<file path="src/rtl/define_state.sv">
// Shared arbiter types: FSM state enum, requester indices and the read-tag format.
package define_state;

  localparam int unsigned NUM_REQ = 4;
  localparam int unsigned ADDR_W  = 18;
  localparam int unsigned DATA_W  = 16;

  localparam logic [1:0] REQ_UART = 2'd0;
  localparam logic [1:0] REQ_M2   = 2'd1;
  localparam logic [1:0] REQ_M1   = 2'd2;
  localparam logic [1:0] REQ_VGA  = 2'd3;

  typedef enum logic [1:0] {
    S_ARB_IDLE       = 2'd0,
    S_ARB_GRANT      = 2'd1,
    S_ARB_TURNAROUND = 2'd2
  } arb_state_e;

  typedef struct packed {
    logic       valid;
    logic [1:0] id;
  } rd_tag_t;

  function automatic logic [1:0] onehot_to_idx(input logic [NUM_REQ-1:0] oh);
    logic [1:0] idx;
    idx = 2'd0;
    for (int i = NUM_REQ - 1; i >= 0; i--) begin
      if (oh[i]) idx = 2'(i);
    end
    return idx;
  endfunction

endpackage

</file>
<file path="src/rtl/sram_arb_priority_enc.sv">
// Fixed-priority encoder: lowest-indexed asserted request wins.
module sram_arb_priority_enc
  import define_state::*;
(
  input  logic [NUM_REQ-1:0] i_req,
  output logic [NUM_REQ-1:0] o_onehot,
  output logic               o_any
);

  // Two's-complement trick isolates the lowest set bit.
  assign o_onehot = i_req & (~i_req + NUM_REQ'(1));
  assign o_any    = |i_req;

endmodule

</file>
<file path="src/rtl/sram_arbiter.sv">
// Four-way fixed-priority SRAM bus arbiter with tagged read-valid pipeline.
// Optional ownership timeout compiled in with SRAM_ARB_TIMEOUT_EN.
module sram_arbiter
  import define_state::*;
#(
  parameter int unsigned READ_LATENCY   = 2,
  parameter logic [25:0] TIMEOUT_CYCLES = 26'd49999999
) (
  input  logic                             Clock,
  input  logic                             Reset,
  input  logic [NUM_REQ-1:0]               req,
  input  logic [NUM_REQ-1:0][ADDR_W-1:0]   req_address,
  input  logic [NUM_REQ-1:0][DATA_W-1:0]   req_write_data,
  input  logic [NUM_REQ-1:0]               req_we_n,
  output logic [NUM_REQ-1:0]               grant,
  output logic [NUM_REQ-1:0]               read_valid,
  output logic [ADDR_W-1:0]                SRAM_address,
  output logic [DATA_W-1:0]                SRAM_write_data,
  output logic                             SRAM_we_n,
  output logic [1:0]                       owner,
  output logic                             timeout_error
);

  arb_state_e          r_state;
  logic [NUM_REQ-1:0]  r_grant;
  logic [1:0]          r_owner;
  logic [ADDR_W-1:0]   r_last_addr;
  rd_tag_t             r_pipe [READ_LATENCY];

  logic [NUM_REQ-1:0]  w_blocked;
  logic [NUM_REQ-1:0]  w_req_elig;
  logic [NUM_REQ-1:0]  w_sel_oh;
  logic                w_sel_any;
  logic                w_timeout_hit;
  logic                w_revoke;
  logic                w_rd_issue;

  assign w_req_elig = req & ~w_blocked;
  assign w_revoke   = !req[r_owner] || w_timeout_hit;
  assign w_rd_issue = (r_state == S_ARB_GRANT) && req_we_n[r_owner];

  sram_arb_priority_enc u_prio (
    .i_req    (w_req_elig),
    .o_onehot (w_sel_oh),
    .o_any    (w_sel_any)
  );

  always_ff @(posedge Clock) begin
    if (Reset) begin
      r_state     <= S_ARB_IDLE;
      r_grant     <= '0;
      r_owner     <= REQ_VGA;
      r_last_addr <= '0;
    end else begin
      case (r_state)
        S_ARB_IDLE, S_ARB_TURNAROUND: begin
          if (w_sel_any) begin
            r_state <= S_ARB_GRANT;
            r_grant <= w_sel_oh;
            r_owner <= onehot_to_idx(w_sel_oh);
          end else begin
            r_state <= S_ARB_IDLE;
            r_grant <= '0;
          end
        end
        S_ARB_GRANT: begin
          r_last_addr <= req_address[r_owner];
          if (w_revoke) begin
            r_state <= S_ARB_TURNAROUND;
            r_grant <= '0;
          end
        end
        default: begin
          r_state <= S_ARB_IDLE;
          r_grant <= '0;
        end
      endcase
    end
  end

  // Tags travel with the read so completions survive an ownership change.
  always_ff @(posedge Clock) begin
    if (Reset) begin
      for (int i = 0; i < int'(READ_LATENCY); i++) r_pipe[i] <= '0;
    end else begin
      r_pipe[0] <= {w_rd_issue, r_owner};
      for (int i = 1; i < int'(READ_LATENCY); i++) r_pipe[i] <= r_pipe[i-1];
    end
  end

  always_comb begin
    read_valid = '0;
    if (r_pipe[READ_LATENCY-1].valid) read_valid[r_pipe[READ_LATENCY-1].id] = 1'b1;
  end

  always_comb begin
    if (r_state == S_ARB_GRANT) begin
      SRAM_address    = req_address[r_owner];
      SRAM_write_data = req_write_data[r_owner];
      SRAM_we_n       = req_we_n[r_owner];
    end else begin
      SRAM_address    = r_last_addr;
      SRAM_write_data = '0;
      SRAM_we_n       = 1'b1;
    end
  end

  assign grant = r_grant;
  assign owner = r_owner;

`ifdef SRAM_ARB_TIMEOUT_EN
  logic [25:0]        r_tmo_cnt;
  logic [NUM_REQ-1:0] r_blocked;
  logic               r_tmo_err;

  assign w_timeout_hit = (r_state == S_ARB_GRANT) && (r_tmo_cnt == TIMEOUT_CYCLES - 26'd1);
  assign w_blocked     = r_blocked;
  assign timeout_error = r_tmo_err;

  // A revoked requester stays masked until it lets go of req.
  always_ff @(posedge Clock) begin
    if (Reset) begin
      r_tmo_cnt <= '0;
      r_blocked <= '0;
      r_tmo_err <= 1'b0;
    end else begin
      r_tmo_cnt <= (r_state == S_ARB_GRANT) ? r_tmo_cnt + 26'd1 : '0;
      r_blocked <= (r_blocked & req) | (w_timeout_hit ? r_grant : '0);
      if (w_timeout_hit) r_tmo_err <= 1'b1;
    end
  end
`else
  assign w_timeout_hit = 1'b0;
  assign w_blocked     = '0;
  assign timeout_error = 1'b0;
`endif

endmodule

</file>
<file path="config.mk">
export PLATFORM = sky130hd
export DESIGN_NAME = sram_arbiter
export DESIGN_NICKNAME = d
export VERILOG_FILES = /design/src/rtl/define_state.sv /design/src/rtl/sram_arb_priority_enc.sv /design/src/rtl/sram_arbiter.sv
export SDC_FILE = /design/constraint.sdc
export NUM_CORES = 1
export LEC_CHECK = 0
export ABC_AREA = 1
export BUFFER_PORTS_ARGS = -buffer_cell sky130_fd_sc_hd__buf_2
export CAP_MARGIN = 20
export CORE_UTILIZATION = 43
export DETAILED_ROUTE_END_ITERATION = 10
export PLACE_DENSITY = 0.86
export RECOVER_POWER = 50
export SYNTH_ARGS = -nofsm -noshare
export SYNTH_HDL_FRONTEND = slang
export SYNTH_SLANG_ARGS = --single-unit
</file>
<file path="constraint.sdc">
create_clock -name Clock -period 3.7 [get_ports Clock]
set_clock_uncertainty 0.1 [all_clocks]
set_input_delay 0.925 -clock Clock [delete_from_list [all_inputs] [get_ports Clock]]
set_output_delay 0.925 -clock Clock [all_outputs]
set_load 0.01 [all_outputs]
</file>
Yosys cells after proc, flatten, opt, wreduce, memory -nomap -nowiden:

Memory sizes are Yosys's and may differ from the RTL's.
Index checks and enable logic that the tools add are counted.

* output and inout bits: 46
* input bits: 146
* latch bits: 0
* memories kept: 1
* register bits: 26
* memory bits (read-only): 0
* bits in writable memories: 6

* add/sub/neg operators: 1
* multiplexer cells: 29
* eq/ne operators: 3
* bitwise logic cells: 4
* divide/modulo/power cells: 0
* shift-type cells: 0
* $lt $le $gt $ge: 3
* multiply operators: 0
* reductions and logical operators: 6

Memory list
* r_pipe: depth 2, width 3, rd ports 2, clocked after Yosys merged registers in 0, wr ports 2, RTL line sram_arbiter.sv:28 `rd_tag_t r_pipe [READ_LATENCY];`

Operator list (number)
* $bmux 18 s2: 1
* $mux 18: 2
* $bmux 16 s2: 1
* $mux 16: 2
* $mux 4: 3
* $mux 2: 5
* $mux 1: 8
* $pmux 4 s2: 1
* $lt 2x3->1 const B: 2
* $mux 3: 2
* $add 4x1->4 const B: 1
* $and 4x4->4: 1
* $bmux 1 s2: 2
* $not 4->4: 1
* $pmux 2 s2: 1
* $reduce_or 4->1: 1
* $demux 1 s2: 1
* $eq 2x1->1 const B: 1
* $eq 2x2->1 const B: 1
* $ge 2x1->1 const B: 1
* $logic_and 1x1->1: 2
* $logic_not 2->1: 1
* $ne 2x2->1 const B: 1
* $or 1x1->1: 2
* other kinds (2): 2

Depth between registers and ports, before layout:

* depth after elaboration: 7
* mapped depth: 8
* depth with buffers taken out: 6

Cells and area by module:

A second synthesis with hierarchy kept.

* cells, all modules: 509
* area total of the unflattened synthesis: 2703.8 sq um

Modules (own cells, without submodules)
* sram_arbiter: area an instance 2657.5 sq um, seq. area each 640.6 sq um, cells each 499, instances 1
* sram_arb_priority_enc: area an instance 46.3 sq um, seq. area each 0.0 sq um, cells each 10, instances 1

Worst setup path after synthesis:

No wires, ideal clock.

* path type: input to output
* from: input port req_write_data[0] (netlist bit)
* to: output port SRAM_write_data[0]
* stages on the path: 4
* required time: 2.675 ns
* arrival: 1.323 ns
* setup slack: 1.352 ns
* path buffers: 0
* path through: nor2_1 nor2_1 o21ai_0 a21oi_1

* cells in the longest elaborated chain, start to end: 3

Ends and longest elaborated chain
* start, declared: RTL line sram_arbiter.sv:13 `input logic [NUM_REQ-1:0][DATA_W-1:0] req_write_data,`
* $bmux 16 s2: RTL line sram_arbiter.sv:99 `SRAM_write_data = req_write_data[r_owner];`
* $mux 16 (not written as such): RTL line sram_arbiter.sv:99
* $mux 16: RTL line sram_arbiter.sv:97 `if (r_state == S_ARB_GRANT) begin`
* end, declared: RTL line sram_arbiter.sv:18 `output logic [DATA_W-1:0] SRAM_write_data,`

No other way between the ends. The select of a mux whose other input is x is not followed.

Worst setup path after layout:

* from: register r_state[0]
* to: output port SRAM_write_data[13]

* cells in the longest elaborated chain, start to end: 2

Ends and longest elaborated chain
* start, declared: RTL line sram_arbiter.sv:24 `arb_state_e r_state;`
* start signal, assigned: RTL line sram_arbiter.sv:50 `r_state <= S_ARB_IDLE;`
* start signal, assigned: RTL line sram_arbiter.sv:58 `r_state <= S_ARB_GRANT;`
* start signal, assigned: RTL line sram_arbiter.sv:62 `r_state <= S_ARB_IDLE;`
* $eq 2x1->1: RTL line sram_arbiter.sv:97
* $mux 16: RTL line sram_arbiter.sv:97

No other way between the ends.

==> results.py <==
metrics = {
    "run_status": {
        "outcome": "finished clean",
    },
    "timing": {
        "finalWorstSetupSlack_ns": 0.5107,
        "rsz0062_at_grt": "false",
        "drv_slew": 0,
        "hold_viol_final": 0,
        "setup_viol_count_final": 0,
        "relSlewSlack_pct": 16.07,
        "fin_crit_ns": 3.189,
        "max_slew.worst_pin.slew_ns": 1.259,
        "timing.fmax_mhz": 313.6,
        "fin_crit_sh_pct": 86.20,
        "tns_ns": 0,
    },
    "detailed_routing": {
        "ant_nets": 0,
        "dr.pass1.iters": 4,
        "wl_um": 8249,
        "viasPerCell": 4.960,
        "vias": 3383,
        "routedWlPerCell_um": 12.10,
        "drt-initial-drc-count": 137,
        "drc": 0,
    },
    "critical_path": {
        "critPathLaunchType": "flop",
        "path_delay_family": "buffers and inverters",
        "worstSetupPathType": "reg -> out",
        "cp_cell_sequence": "inv_2 -> nor2_4 -> inv_1 -> a21oi_1 -> buf_2",
        "crit_buf_inv": 3,
        "end_kind": "output pin",
        "crit_required_ns": 2.67,
        "regToRegStartpoint": "r_state[0]",
        "slowest_stage": "nor2_4",
        "crit_path_max_incr_delay_ns": 0.56,
        "arrival_ns": 2.16,
        "path_max_fanout": 39,
        "cp-startpoint": "r_state[0]",
    },
    "cts": {
        "ctsHoldBuffers": 0,
        "cts_resized": 0,
        "clockRootBuffer": "clkbuf_8",
        "htreeDepth": 2,
        "cts_tree": "yes",
        "clkSinkCount": 32,
        "cts.path.max_buffers": 2,
        "cts_buffers": 5,
        "cts_setup_buffers": 0,
        "clock_latency_ns": 0.29,
        "clk_pin_slew_ns": 0.07,
    },
    "global_routing": {
        "grt_max_degree": 74,
        "grt_pass1_vias": 2980,
        "gr-total-overflow": 0,
        "grt_first_pass_wirelength_um": 12940,
        "gr-usage-all-layers_pct": 26.44,
        "antenna_found_initial": 0,
    },
    "die": {
        "row_count": 27,
        "initial_core_util_pct": 44.65,
        "io_pins": 192,
        "fp.dieW_um": 77.85,
        "dieArea_mm2": 0.006060,
        "die_y_um": 77.85,
        "design.core.area_mm2": 0.005540,
    },
    "cells_and_area": {
        "final_cell_mix": "buf_2 (183), nor2_1 (165), o21ai_0 (40)",
        "fin_area_mm2": 0.003467,
        "antennaDiodeCount": 0,
        "final_common_cell": "buf_2",
        "num-nets-final": 755,
        "instances_no_fill": 682,
        "nFillCells": 553,
        "finalCoreUtilization_pct": 62.58,
        "drive_gt1_share_pct": 36.23,
        "syn2layout_area_growth_pct": 40.16,
    },
    "synth": {
        "synth_warnings": 0,
        "ys_seq_elements": 32,
        "yosys-top-cells-area": "dfxtp_1 (26%), nor2_1 (25%), o21ai_0 (8.1%)",
        "synth_fp_nets": 584,
        "syn_avg_cell_area_um2": 5.648,
        "synth_cells": 438,
        "netlist_area_mm2": 0.002474,
        "seq_area_frac_synth_pct": 25.90,
        "yosysTopAreaCell": "dfxtp_1",
        "synth_top_cell_area_share_pct": 25.90,
        "synth_cell_types": 24,
    },
    "power_and_ir_drop": {
        "p_int_uw": 799.0,
        "pwr-share-seq_pct": 31.3,
        "p_per_area_mw_per_mm2": 358.3,
        "pwr-share-clk_pct": 26.3,
        "p_leak_uw": 0.001873,
        "swShare_pct": 35.69,
        "peakVddDrop_mv": 0.2162,
        "p_switching_uw": 443.4,
        "combPwrFrac_pct": 42.4,
    },
    "flow_run": {
        "cap_violations": 0,
    },
    "worst_hold_path": {
        "hold_path.class": "reg -> reg",
        "hp-start": "r_pipe[0][1]",
    },
    "placed_design": {
        "placed_cell_area_mm2": 0.003368,
        "post-place-ws_ns": 0.8398,
        "placed_cells": 674,
        "numPortBuffers": 190,
        "place_congestion": 0.8895,
        "dp_hpwl_um": 5913,
    },
}
worst reg2reg max path: cells and delay by family (launching register included):
kind	cells	cell delay (ns)
AND/OR/NAND/NOR	2	0.67
buffers and inverters	2	0.35
flip-flops	1	0.33
AO/OA/AOI/OAI	1	0.14
kinds of logic after synthesis:
logic type | synth area share (%)
AO/OA/AOI/OAI | 20.03
buffers and inverters | 12.19
AND/OR/NAND/NOR | 41.73
flip-flops | 25.90
other | 0.1516
synthesized netlist by cell type, drive strengths merged:
| cell | count |
|---|---|
| o22a | 1 |
| or2 | 18 |
| nand4 | 5 |
| nand3 | 23 |
| nor3 | 4 |
| a21oi | 23 |
| inv | 31 |
| conb | 1 |
| clkbuf | 12 |
| a31o | 1 |
| nand2 | 30 |
| o211ai | 1 |
| o21ai | 71 |
| nor2 | 166 |
| buf | 19 |
| dfxtp | 32 |
cell type report:
type	count	area (um^2)	area share, %
well taps	72	90.09	2.598
repair buffers	195	979.7	28.26
clock inverters	2	35.03	1.010
clock buffers	6	72.57	2.093
inverters	31	116.4	3.356
flip-flops and latches	32	641.9	18.51
multi-input cells	344	1531	44.17
power groups by stage:
stage / clock, uW / sequential [uW] / combinational [uW]
final: 326 / 389 / 527
after CTS: 329 / 389 / 526
after floorplan: 0 / 396 / 345
after global routing: 348 / 393 / 590
after global placement: 0 / 395 / 514
after detailed placement: 0 / 396 / 523
per-stage QoR:
step	hold slack, ns	total power [uW]
after CTS	0.3140	1244
after floorplan	0.2883	741.3
after global placement	0.2915	909.3
final	0.3167	1242
after global routing	0.3375	1331
after detailed placement	0.2991	919.1
worst paths after layout:
check	to	slack, ns	depth (start not counted)
worst min-delay path	r_pipe[0][4]	0.32	2
worst min register to register	r_pipe[0][4]	0.32	2
worst max register to register	grant[3]	2.04	5
worst max-delay path	SRAM_write_data[13]	0.51	5
state kept, by name (all words and copies together), names as in the netlist:
name         cells
grant            4
owner            2
r_last_addr     18
r_pipe           6
r_state          2
metal layers:
metal | GRT usage, % | share of wire, % | vias to the layer above
met1 | 31.33 | 42 | 1494
met2 | 46.55 | 50 | 138
li1 | - | - | 1734
met4 | 9.811 | 1.9 | 0
met3 | 5.412 | 6.0 | 17
met5 | 0 | 0 | -
No activity file was read; power rests on OpenSTA's default activity.
